**src/rtl/booth_pkg.sv**
```systemverilog
// Shared constants, Booth digit type and the row-forming function for booth_pp_gen.
package booth_pkg;

  localparam int unsigned A_W  = 11;
  localparam int unsigned N_PP = (A_W + 2) / 2;
  localparam int unsigned PP_W = A_W + 2;
  localparam int unsigned M_W  = A_W + 1;

  typedef enum logic [2:0] {
    ZERO = 3'd0,
    POS1 = 3'd1,
    POS2 = 3'd2,
    NEG1 = 3'd3,
    NEG2 = 3'd4
  } booth_digit_t;

  typedef logic [PP_W-1:0] pp_row_t;

  typedef struct packed {
    logic    neg;
    pp_row_t row;
  } pp_out_t;

  // Select 0/a/2a, invert for negative digits, and prepend the inverted sign bit.
  function automatic pp_out_t booth_row(input logic [A_W-1:0] a, input booth_digit_t d);
    logic [M_W-1:0] m;
    logic [M_W-1:0] pp;
    logic           is_neg;
    pp_out_t        r;
    case (d)
      POS1, NEG1: m = {a[A_W-1], a};
      POS2, NEG2: m = {a, 1'b0};
      default:    m = '0;
    endcase
    is_neg = (d == NEG1) || (d == NEG2);
    pp     = is_neg ? ~m : m;
    r.neg  = is_neg;
    r.row  = {~pp[M_W-1], pp};
    return r;
  endfunction

endpackage

```
**src/rtl/booth_encoder.sv**
```systemverilog
// Radix-4 Booth recoder: one multiplier triplet to one signed digit.
module booth_encoder
  import booth_pkg::*;
(
  input  logic [2:0]   trip,
  output booth_digit_t digit_c
);

  always_comb begin
    digit_c = ZERO;
    case (trip)
      3'b001, 3'b010: digit_c = POS1;
      3'b011:         digit_c = POS2;
      3'b100:         digit_c = NEG2;
      3'b101, 3'b110: digit_c = NEG1;
      default:        digit_c = ZERO;
    endcase
  end

endmodule

```
**src/rtl/booth_pp_gen.sv**
```systemverilog
// Two-stage radix-4 Booth partial-product generator with valid/ready backpressure.
// Stage 1 holds the multiplicand and recoded digits; stage 2 holds the formed rows.
module booth_pp_gen
  import booth_pkg::*;
(
  input  logic                           clk,
  input  logic                           rst,
  input  logic                           in_valid,
  output logic                           in_ready,
  input  logic [A_W-1:0]                 a,
  input  logic [A_W-1:0]                 b,
  output logic                           out_valid,
  input  logic                           out_ready,
  output logic [N_PP-1:0][PP_W-1:0]      ops,
  output logic [N_PP-1:0]                neg
);

  logic [PP_W-1:0]           b_ext;
  booth_digit_t              dig_c [N_PP];
  pp_out_t                   row_c [N_PP];
  logic                      s1_load_c;
  logic                      s2_load_c;

  logic                      s1_v_q,  s1_v_d;
  logic [A_W-1:0]            a_q,     a_d;
  booth_digit_t              dig_q [N_PP];
  booth_digit_t              dig_d [N_PP];
  logic                      s2_v_q,  s2_v_d;
  logic [N_PP-1:0][PP_W-1:0] ops_q,   ops_d;
  logic [N_PP-1:0]           neg_q,   neg_d;

  assign b_ext = {b[A_W-1], b, 1'b0};

  for (genvar g = 0; g < N_PP; g++) begin : g_enc
    booth_encoder u_enc (
      .trip    (b_ext[2*g +: 3]),
      .digit_c (dig_c[g])
    );
  end

  always_comb begin
    for (int unsigned i = 0; i < N_PP; i++) begin
      row_c[i] = booth_row(a_q, dig_q[i]);
    end
  end

  // Pipeline control: each stage loads when empty or when its successor drains.
  always_comb begin
    s2_load_c = !s2_v_q || out_ready;
    s1_load_c = !s1_v_q || s2_load_c;
    s1_v_d    = s1_v_q;
    a_d       = a_q;
    dig_d     = dig_q;
    s2_v_d    = s2_v_q;
    ops_d     = ops_q;
    neg_d     = neg_q;
    if (s1_load_c) begin
      s1_v_d = in_valid;
      if (in_valid) begin
        a_d   = a;
        dig_d = dig_c;
      end
    end
    if (s2_load_c) begin
      s2_v_d = s1_v_q;
      if (s1_v_q) begin
        for (int unsigned i = 0; i < N_PP; i++) begin
          ops_d[i] = row_c[i].row;
          neg_d[i] = row_c[i].neg;
        end
      end
    end
  end

  always_ff @(posedge clk) begin
    if (rst) begin
      s1_v_q <= 1'b0;
      a_q    <= '0;
      for (int unsigned i = 0; i < N_PP; i++) begin
        dig_q[i] <= ZERO;
      end
      s2_v_q <= 1'b0;
      ops_q  <= '0;
      neg_q  <= '0;
    end else begin
      s1_v_q <= s1_v_d;
      a_q    <= a_d;
      dig_q  <= dig_d;
      s2_v_q <= s2_v_d;
      ops_q  <= ops_d;
      neg_q  <= neg_d;
    end
  end

  assign in_ready  = s1_load_c;
  assign out_valid = s2_v_q;
  assign ops       = ops_q;
  assign neg       = neg_q;

endmodule

```
**config.mk**
```make
export PLATFORM = sky130hd
export DESIGN_NAME = booth_pp_gen
export DESIGN_NICKNAME = d
export VERILOG_FILES = /design/src/rtl/booth_pkg.sv /design/src/rtl/booth_encoder.sv /design/src/rtl/booth_pp_gen.sv
export SDC_FILE = /design/constraint.sdc
export NUM_CORES = 1
export LEC_CHECK = 0
export ABC_AREA = 1
export BUFFER_PORTS_ARGS = -buffer_cell sky130_fd_sc_hd__buf_2
export CORE_MARGIN = 2
export CORE_UTILIZATION = 52
export DETAILED_ROUTE_END_ITERATION = 8
export GPL_TIMING_DRIVEN = 1
export HOLD_SLACK_MARGIN = 0.08
export PLACE_DENSITY = 0.86
export SLEW_MARGIN = 40
export SYNTH_ARGS = -nofsm -noshare
export SYNTH_HDL_FRONTEND = slang
export SYNTH_SLANG_ARGS = --single-unit
```
**constraint.sdc**
```tcl
create_clock -name clk -period 2.1 [get_ports clk]
set_clock_uncertainty 0.15 [all_clocks]
set_input_delay 0.42 -clock clk [delete_from_list [all_inputs] [get_ports clk]]
set_output_delay 0.42 -clock clk [all_outputs]
set_load 0.1 [all_outputs]
```
Word level (Yosys, flattened, before mapping)
Cells that the tools add are included.
{"block": "op_classes", "reduce_logical": 34, "n_eq_ne": 57, "muxes": 18, "bitwise": 12}
{"cell": "one-hot mux 12 bit (2 select lines)", "count": 6}
{"cell": "2-to-1 mux 12 bit", "count": 6}
{"cell": "inverter 12 bit", "count": 6}
{"cell": "== test 3 x 2 -> 1 bit, second input constant", "count": 22}
{"cell": "== test 3 bit, second input constant", "count": 21}
{"cell": "one-hot mux 3 bit (4 select lines)", "count": 5}
{"cell": "OR reduction 2 bit", "count": 22}
{"cell": "== test 3 x 1 -> 1 bit, second input constant", "count": 11}
{"cell": "one-hot mux 3 bit (3 select lines)", "count": 1}
{"cell": "logical OR 1 bit", "count": 8}
{"cell": "inverter 1 bit", "count": 6}
{"cell": "== test 2 bit, second input constant", "count": 2}
{"cell": "AND reduction 2 bit", "count": 2}
{"cell": "== test 2 x 1 -> 1 bit, second input constant", "count": 1}
{"cell": "zero test 1 bit", "count": 2}
{"block": "totals", "wordCells": 137, "reg_bits": 115, "output_inout_bits": 86}

Longest topological paths before layout
Gate-level depths: netlist of run 1.
{"block": "logic_depth", "word_depth": 6, "mapped_depth": 10, "depth_no_buf": 9}

Modules after synthesis
From an unflattened synthesis of run 1, not the netlist that was laid out.
{"block": "hier_totals", "cells_unflattened": 945, "hier_area_um2": 6029.5}
{"module": "booth_pp_gen", "seq_area_each_um2": 2302.2, "cells_per_inst": 891, "instances": 1, "area_each_um2": 5759.3}
{"module": "booth_encoder", "seq_area_each_um2": 0.0, "cells_per_inst": 9, "instances": 6, "area_each_um2": 45.0}

Least setup slack after synthesis of run 1
OpenSTA, ideal clock, no wires.
{"block": "synth_timing", "path_type": "register to register", "startpoint": "reg s2_v_q (netlist: out_valid)", "endpoint": "reg dig_q[16] in the netlist's numbering", "t_required_ns": 1.818, "arrival_ns": 2.807, "path_slack_ns": -0.990, "path_stages_with_launch": 7, "synth_period_minus_slack_ns": 3.090, "setup_ns": 0.132, "path_cell_list": "dfxtp_1 > nand3_1 > nand2_2 > inv_1 > buf_4 > nand3_1 > a21oi_1"}
{"block": "synth_via", "elab_chain_len": 4}
{"item": "from (decl)", "line": "booth_pp_gen.sv:28", "text": "logic s2_v_q, s2_v_d;"}
{"item": "from (signal assigned)", "line": "booth_pp_gen.sv:89", "text": "s2_v_q <= s2_v_d;"}
{"item": "zero test 1 bit", "line": "booth_pp_gen.sv:49", "text": "s2_load_c = !s2_v_q || out_ready;"}
{"item": "logical OR 1 bit", "line": "booth_pp_gen.sv:49"}
{"item": "logical OR 1 bit", "line": "booth_pp_gen.sv:50", "text": "s1_load_c = !s1_v_q || s2_load_c;"}
{"item": "via in_ready", "line": "booth_pp_gen.sv:9", "text": "output logic in_ready,"}
{"item": "AND reduction 2 bit (no source line)"}
{"item": "to (signal assigned)", "line": "booth_pp_gen.sv:88", "text": "dig_q <= dig_d;"}
{"item": "to (decl)", "line": "booth_pp_gen.sv:26", "text": "booth_digit_t dig_q [N_PP];"}
The timed path passes the listed nets, and every way through them passes these cells.
A chain may end at the register's enable or synchronous reset.

Final worst setup path of run 1
{"block": "layout_timing", "startpoint": "reg s1_v_q", "endpoint": "out in_ready"}
{"block": "layout_via", "elab_chain_len": 2}
{"item": "from (decl)", "line": "booth_pp_gen.sv:24", "text": "logic s1_v_q, s1_v_d;"}
{"item": "from (signal assigned)", "line": "booth_pp_gen.sv:86", "text": "s1_v_q <= s1_v_d;"}
{"item": "zero test 1 bit", "line": "booth_pp_gen.sv:50"}
{"item": "logical OR 1 bit", "line": "booth_pp_gen.sv:50"}
{"item": "to (decl)", "line": "booth_pp_gen.sv:9"}
No other way between the ends.

==> run summary, run 1 <==
post-synthesis sequential area ratio: 0.385
maxcap violations: 0
static leakage power: 3.67 nW
clock slew at reported path FFs: 60 ps
highest ir drop seen on vdd: 0.000481 V
worst slew slack as a fraction of its limit: 0.534
switching power share of the total: 0.331
largest buffer count on any clock path: 2
total global routing overflow: 0
unique cell type count in the Yosys netlist: 25
number of synthesis warnings: 0
number of antenna violations at the first check in global routing: 1
GRT busiest layer: met2
row cnt: 39
Startpoint Class: flip-flop
result of the run: finished clean
Detailed Route Iter0 Violations: 502
final estimated routing congestion in global placement: 0.859
core outline area: 0.0113 mm²
clock latency on the worst-skew pair: 420 ps
arrival time reported for the critical path endpoint: 1310 ps
ratio of final minimum period to clock period: 0.896
met3 GRT Util: 0.0634
master cell of the clock root buffer: clkbuf_16
internal power consumption: 4.66 mW
area growth from synthesis to layout: 20.3%
Die Outline Area: 0.0123 mm²
combinational power share: 0.208
residual antenna-violating net count after detailed routing: 0
global-route met2 utilization: 0.437
number of setup buffers added after CTS: 0
wire length of the first global-routing pass: 27400 µm
area of the mapped netlist: 0.00593 mm²
setup slack, reg-to-reg: 290 ps
first drt pass iteration count: 7
net switching component of the power: 2.31 mW
Gates resized, CTS repair: 0
number of setup violations in the final report: 0
met1 global-route usage: 0.343
total power density per cell area: 976 mW/mm²
top area cells in the synthesized netlist: dfxtp_1, nand2_1, nor2_1
wire length per cell: 13.6 µm
endpoint required time on the critical path: 1530 ps
diode insertion count for antenna repair: 0
max-slew violation count: 0
Final Routed Wirelength: 16300 µm
CTS H-tree depth: 4
class of the most critical setup path: flip-flop to output pin
TritonCTS clock tree: yes
Period minus WS final: 1880 ps
maximum achievable frequency: 531 MHz
element type at the critical path end: output pin
synthesis-stage register bit count: 114
chip height: 111 µm
Max Fanout on Critical Path: 3
Syn Nets: 980
# port buffers: 111
number of hold buffers added after cts: 0
I/O pins: 112
number of global-route vias before repair: 5967
Worst Hold Class: input port to flip-flop
overall routing resource usage: 0.270
detailed-route vias per instance: 5.32
net count of the finished layout: 1064
cell type contributing the most total cell area after synthesis: dfxtp_1
DRC violations left: 0
estimated wirelength of the detail-placed design: 10300 µm
number of buffers created by CTS: 17
clock network fraction of design power: 0.441
Hold Violations, Final: 0
final total power: 6.96 mW
count of clock tree sinks: 114
pin count of the biggest net entering global routing: 63
transition time at the pin with the least slew margin: 698 ps
gate count of the mapped netlist: 953
part of the power in registers: 0.351
worst hold margin: 106 ps
Setup Total Neg Slack: 0 ps
DR vias: 6351
Synth top area share: 0.385
share of cells above drive strength 1: 0.183
RSZ-0062 raised after global routing: no
post-synthesis area per instance: 6.23 µm²
die width: 111 µm
initial core utilization: 0.526
## sequential cells by signal, indices dropped and copies added (netlist names)
register and count:
a_q 11, dig_q 17, neg 6, ops 78, out_valid 1, s1_v_q 1
## final timing paths
path	from	end	cells past startpoint
worst max-delay path	s1_v_q$_SDFFE_PP0N_	in_ready	2
worst min register to register	ops[76]$_SDFFE_PP0P_	ops[76]$_SDFFE_PP0P_	2
worst min-delay path	a[4]	a_q[4]$_SDFFE_PP0P_	3
worst max register to register	dig_q[9]$_SDFFE_PP0P_	ops[36]$_SDFFE_PP0P_	7
## layer usage
layer  up-vias  share of wire
li1       3186              -
met1      2833           0.43
met2       274           0.45
met3        56          0.079
met4         2          0.038
met5         -        0.00068
## per-stage QoR
stage	std cells	utilization	instance area [µm²]	worst slack, ps
global placement	1161	0.577	6510	282
finish	1193	0.633	7140	218
CTS	1193	0.633	7140	210
detailed placement	1161	0.577	6510	242
floorplan	953	-	5950	144
global route	1193	0.633	7140	121
## area by class of cell
class	count	area (µm²)
Fill cell	1016	4140
Multi-Input combinational cell	742	3190
Sequential cell	114	2280
Timing Repair Buffer	132	738
Clock buffer	21	470
Tap cell	143	179
Clock inverter	11	158
Inverter	30	113
## synthesized netlist by cell type, drive strengths merged
| master | number |
|---|---|
| a211oi | 1 |
| a21oi | 51 |
| a31oi | 14 |
| buf | 42 |
| clkbuf | 25 |
| dfxtp | 114 |
| ha | 1 |
| inv | 30 |
| nand2 | 338 |
| nand3 | 80 |
| nand3b | 1 |
| nor2 | 183 |
| nor3 | 3 |
| o21ai | 60 |
| or2 | 6 |
| xor2 | 4 |
## kinds of logic after synthesis
family                   Yosys count  synth area share
flip-flops                       114             0.385
AO/OA/AOI/OAI                    126             0.110
AND/OR/NAND/NOR                  611             0.419
buffers and inverters             97            0.0791
XOR/XNOR                           4           0.00590
adder cells (fa/ha/maj)            1           0.00211
## cells in the final DEF, fill, tap and decap left out
cell type / synthesis / final
nand2_1: 331 / 331
nor2_1: 181 / 181
dfxtp_1: 114 / 113
buf_2: 23 / 111
nand3_1: 72 / 71
o21ai_0: 60 / 60
a21oi_1: 51 / 51
inv_1: 26 / 26
buf_4: 12 / 19
clkbuf_16: 0 / 17
a31oi_1: 14 / 14
nand3_2: 8 / 8
nand2_2: 6 / 6
or2_2: 6 / 6
clkinv_2: 0 / 6
inv_2: 4 / 4
xor2_1: 4 / 4
bufinv_16: 0 / 4
nor3_1: 3 / 3
clkbuf_8: 0 / 3
nor2_2: 2 / 2
buf_12: 0 / 2
nand3_4: 0 / 1
a211oi_1: 1 / 1
nand2_4: 1 / 1
nand3b_1: 1 / 1
ha_1: 1 / 1
clkinvlp_4: 0 / 1
clkbuf_1: 24 / 1
dfxtp_2: 0 / 1
## power by group through the flow
stage	Sequential, mW	Clock (mW)	Combinational, mW
after floorplan	3.05	0	0.598
after global placement	2.48	0	1.41
after CTS	2.44	3.08	1.44
after global routing	2.46	3.20	1.56
after detailed placement	2.48	0	1.43
final	2.45	3.07	1.45
## critical path, stage by stage (launching register included)
cell and delay [ps]:
dfxtp_1 350, nand3_4 110, buf_2 430
(Power assumes the default switching activity.)
==> inputs of run 2 (changes only) <==
--- a/config.mk
+++ b/config.mk
@@ -9,9 +9,11 @@
 export BUFFER_PORTS_ARGS = -buffer_cell sky130_fd_sc_hd__buf_2
 export CORE_MARGIN = 2
 export CORE_UTILIZATION = 52
+export CTS_BUF_LIST = sky130_fd_sc_hd__clkbuf_2
 export DETAILED_ROUTE_END_ITERATION = 8
 export GPL_TIMING_DRIVEN = 1
 export HOLD_SLACK_MARGIN = 0.08
+export MAX_ROUTING_LAYER = met4
 export PLACE_DENSITY = 0.86
 export SLEW_MARGIN = 40
 export SYNTH_ARGS = -nofsm -noshare
==> run 2 against run 1 <==
Compared with the run above:
- critical path depth decreased by 1
- cell area increased by 1.7%
- combinational power rose by 6%
- register-to-register slack got worse by 190 ps
- non-clock buffer count is 35 higher
- clock-buffer cell count fell by 3
- sequential power hardly changed
- largest power group is now sequential cells
- clock power fell by 48%
- sequential share of layout area down 0.51 points
- first-iteration DRC count fell by 0.80%
- power down 20%
==> run summary, run 2 (synthesis results as in run 1) <==
# port buffers: 111
net switching component of the power: 2.15 mW
part of the power in registers: 0.438
RSZ-0062 raised after global routing: yes
final total power: 5.58 mW
non-filler cells in the finished layout: 1228
number of global-route vias before repair: 5915
static leakage power: 3.68 nW
pin count of the biggest net entering global routing: 63
stage delay of the slowest cell on the critical path: 440 ps
element type at the critical path end: output pin
area used by multi-input combinational logic: 0.00321 mm²
Detailed Route Iter0 Violations: 498
number of setup violations in the final report: 0
estimated wirelength of the detail-placed design: 10300 µm
ratio of final minimum period to clock period: 0.991
leading cell type in the layout, fill and taps excluded: nand2_1
switching power share of the total: 0.385
row cnt: 39
Worst Hold Class: input port to flip-flop
I/O pins: 112
transition time at the pin with the least slew margin: 718 ps
Die Outline Area: 0.0123 mm²
wire length of the first global-routing pass: 27300 µm
endpoint required time on the critical path: 1530 ps
critical-path cell list: buf_2
count of clock tree sinks: 114
share of cells above drive strength 1: 0.177
total power density per cell area: 769 mW/mm²
maximum achievable frequency: 481 MHz
clock slew at reported path FFs: 180 ps
highest ir drop seen on vdd: 0.000466 V
class of the most critical setup path: flip-flop to output pin
detailed-route vias per instance: 5.28
max-slew violation count: 0
Max Fanout on Critical Path: 2
arrival time reported for the critical path endpoint: 1510 ps
worst hold margin: 281 ps
die width: 111 µm
master cell of the clock root buffer: clkbuf_2
combinational power share: 0.275
chip height: 111 µm
TritonCTS clock tree: yes
diode insertion count for antenna repair: 0
Final Routed Wirelength: 16400 µm
largest buffer count on any clock path: 2
maxcap violations: 0
result of the run: finished clean
CTS H-tree depth: 4
final estimated routing congestion in global placement: 0.873
Placed Cells incl. Taps: 1161
clock latency on the worst-skew pair: 670 ps
worst slew slack as a fraction of its limit: 0.519
Setup Total Neg Slack: 0 ps
Period minus WS final: 2080 ps
internal power consumption: 3.43 mW
fillcell total: 1032
DR vias: 6489
Largest register FFs: 78
residual antenna-violating net count after detailed routing: 0
area growth from synthesis to layout: 22.3%
total global routing overflow: 0
Buf/Inv on CP: 1
net count of the finished layout: 1099
number of setup buffers added after CTS: 0
wire length per cell: 13.3 µm
cell class contributing the biggest share of worst-path delay: buffers and inverters
first drt pass iteration count: 6
combined flip-flop and latch cell area: 0.00228 mm²
initial core utilization: 0.526
number of antenna violations at the first check in global routing: 0
cell with the largest stage delay on the worst path: buf_2
Startpoint Class: flip-flop
overall routing resource usage: 0.275
number of buffers created by CTS: 17
Hold Violations, Final: 0
clock network fraction of design power: 0.287
core outline area: 0.0113 mm²
commonest cells after routing, fill and taps aside: nand2_1, nor2_1, dfxtp_1
DRC violations left: 0
## run 2: cell types whose count changed in the layout (fill, tap and decap cells not counted), moves of 5 or more
cell	previous run	this run
clkbuf_16	17	0
buf_2	111	70
clkbuf_2	0	18
buf_4	19	24
clkbuf_4	0	32
dlygate4sd3_1	0	34
## run 2: worst paths after layout
check	start	to	slack [ps]	depth (start not counted)
max	ops[52]$_SDFFE_PP0P_	ops[52]	20	1
min	b[7]	dig_q[7]$_SDFFE_PP0P_	280	4
max reg2reg	s1_v_q$_SDFFE_PP0N_	dig_q[13]$_SDFFE_PP0P_	100	6
min reg2reg	ops[76]$_SDFFE_PP0P_	ops[76]$_SDFFE_PP0P_	330	2
## run 2: area by class of cell
| class | count | share of cell area |
|---|---|---|
| Inverter | 30 | 0.0155 |
| Multi-Input combinational cell | 742 | 0.442 |
| Tap cell | 143 | 0.0247 |
| Clock inverter | 14 | 0.0233 |
| Timing Repair Buffer | 167 | 0.167 |
| Sequential cell | 114 | 0.315 |
| Clock buffer | 18 | 0.0124 |
## run 2: timing repair
action	CTS	global route
endpoints found under the setup margin	6	39
resized for setup	6	41
pin swaps	0	1
hold endpoints to repair	35	0
hold buffers	37	0
## run 2: stage by stage
step           setup slack [ps]  instance area (µm²)  utilization
2_1_floorplan               144                 5950            -
3_5_place_dp                242                 6510        0.577
5_1_grt                   -10.0                 7250        0.644
3_3_place_gp                282                 6510        0.577
6_report                   19.9                 7250        0.644
4_1_cts                    7.83                 7150        0.634
## run 2: tightest hold or removal path: cells and delay by family
kind                   cells  cell delay [ps]
AO/OA/AOI/OAI              2              200
buffers and inverters      2              420
## run 2: power by group through the flow
stage | Clock (mW) | Sequential (mW) | Combinational (mW)
after floorplan | 0 | 3.05 | 0.598
after global placement | 0 | 2.48 | 1.41
after detailed placement | 0 | 2.48 | 1.43
after CTS | 1.61 | 2.44 | 1.49
after global routing | 1.72 | 2.46 | 1.64
final | 1.60 | 2.44 | 1.53
## run 2: metal layers
metal / vias up / track usage / part of all wire
met2: 303 / 0.441 / 0.47
met1: 2873 / 0.343 / 0.42
met4: 0 / 0.110 / 0.031
met5: - / - / 0
met3: 48 / 0.0563 / 0.080
li1: 3265 / - / -
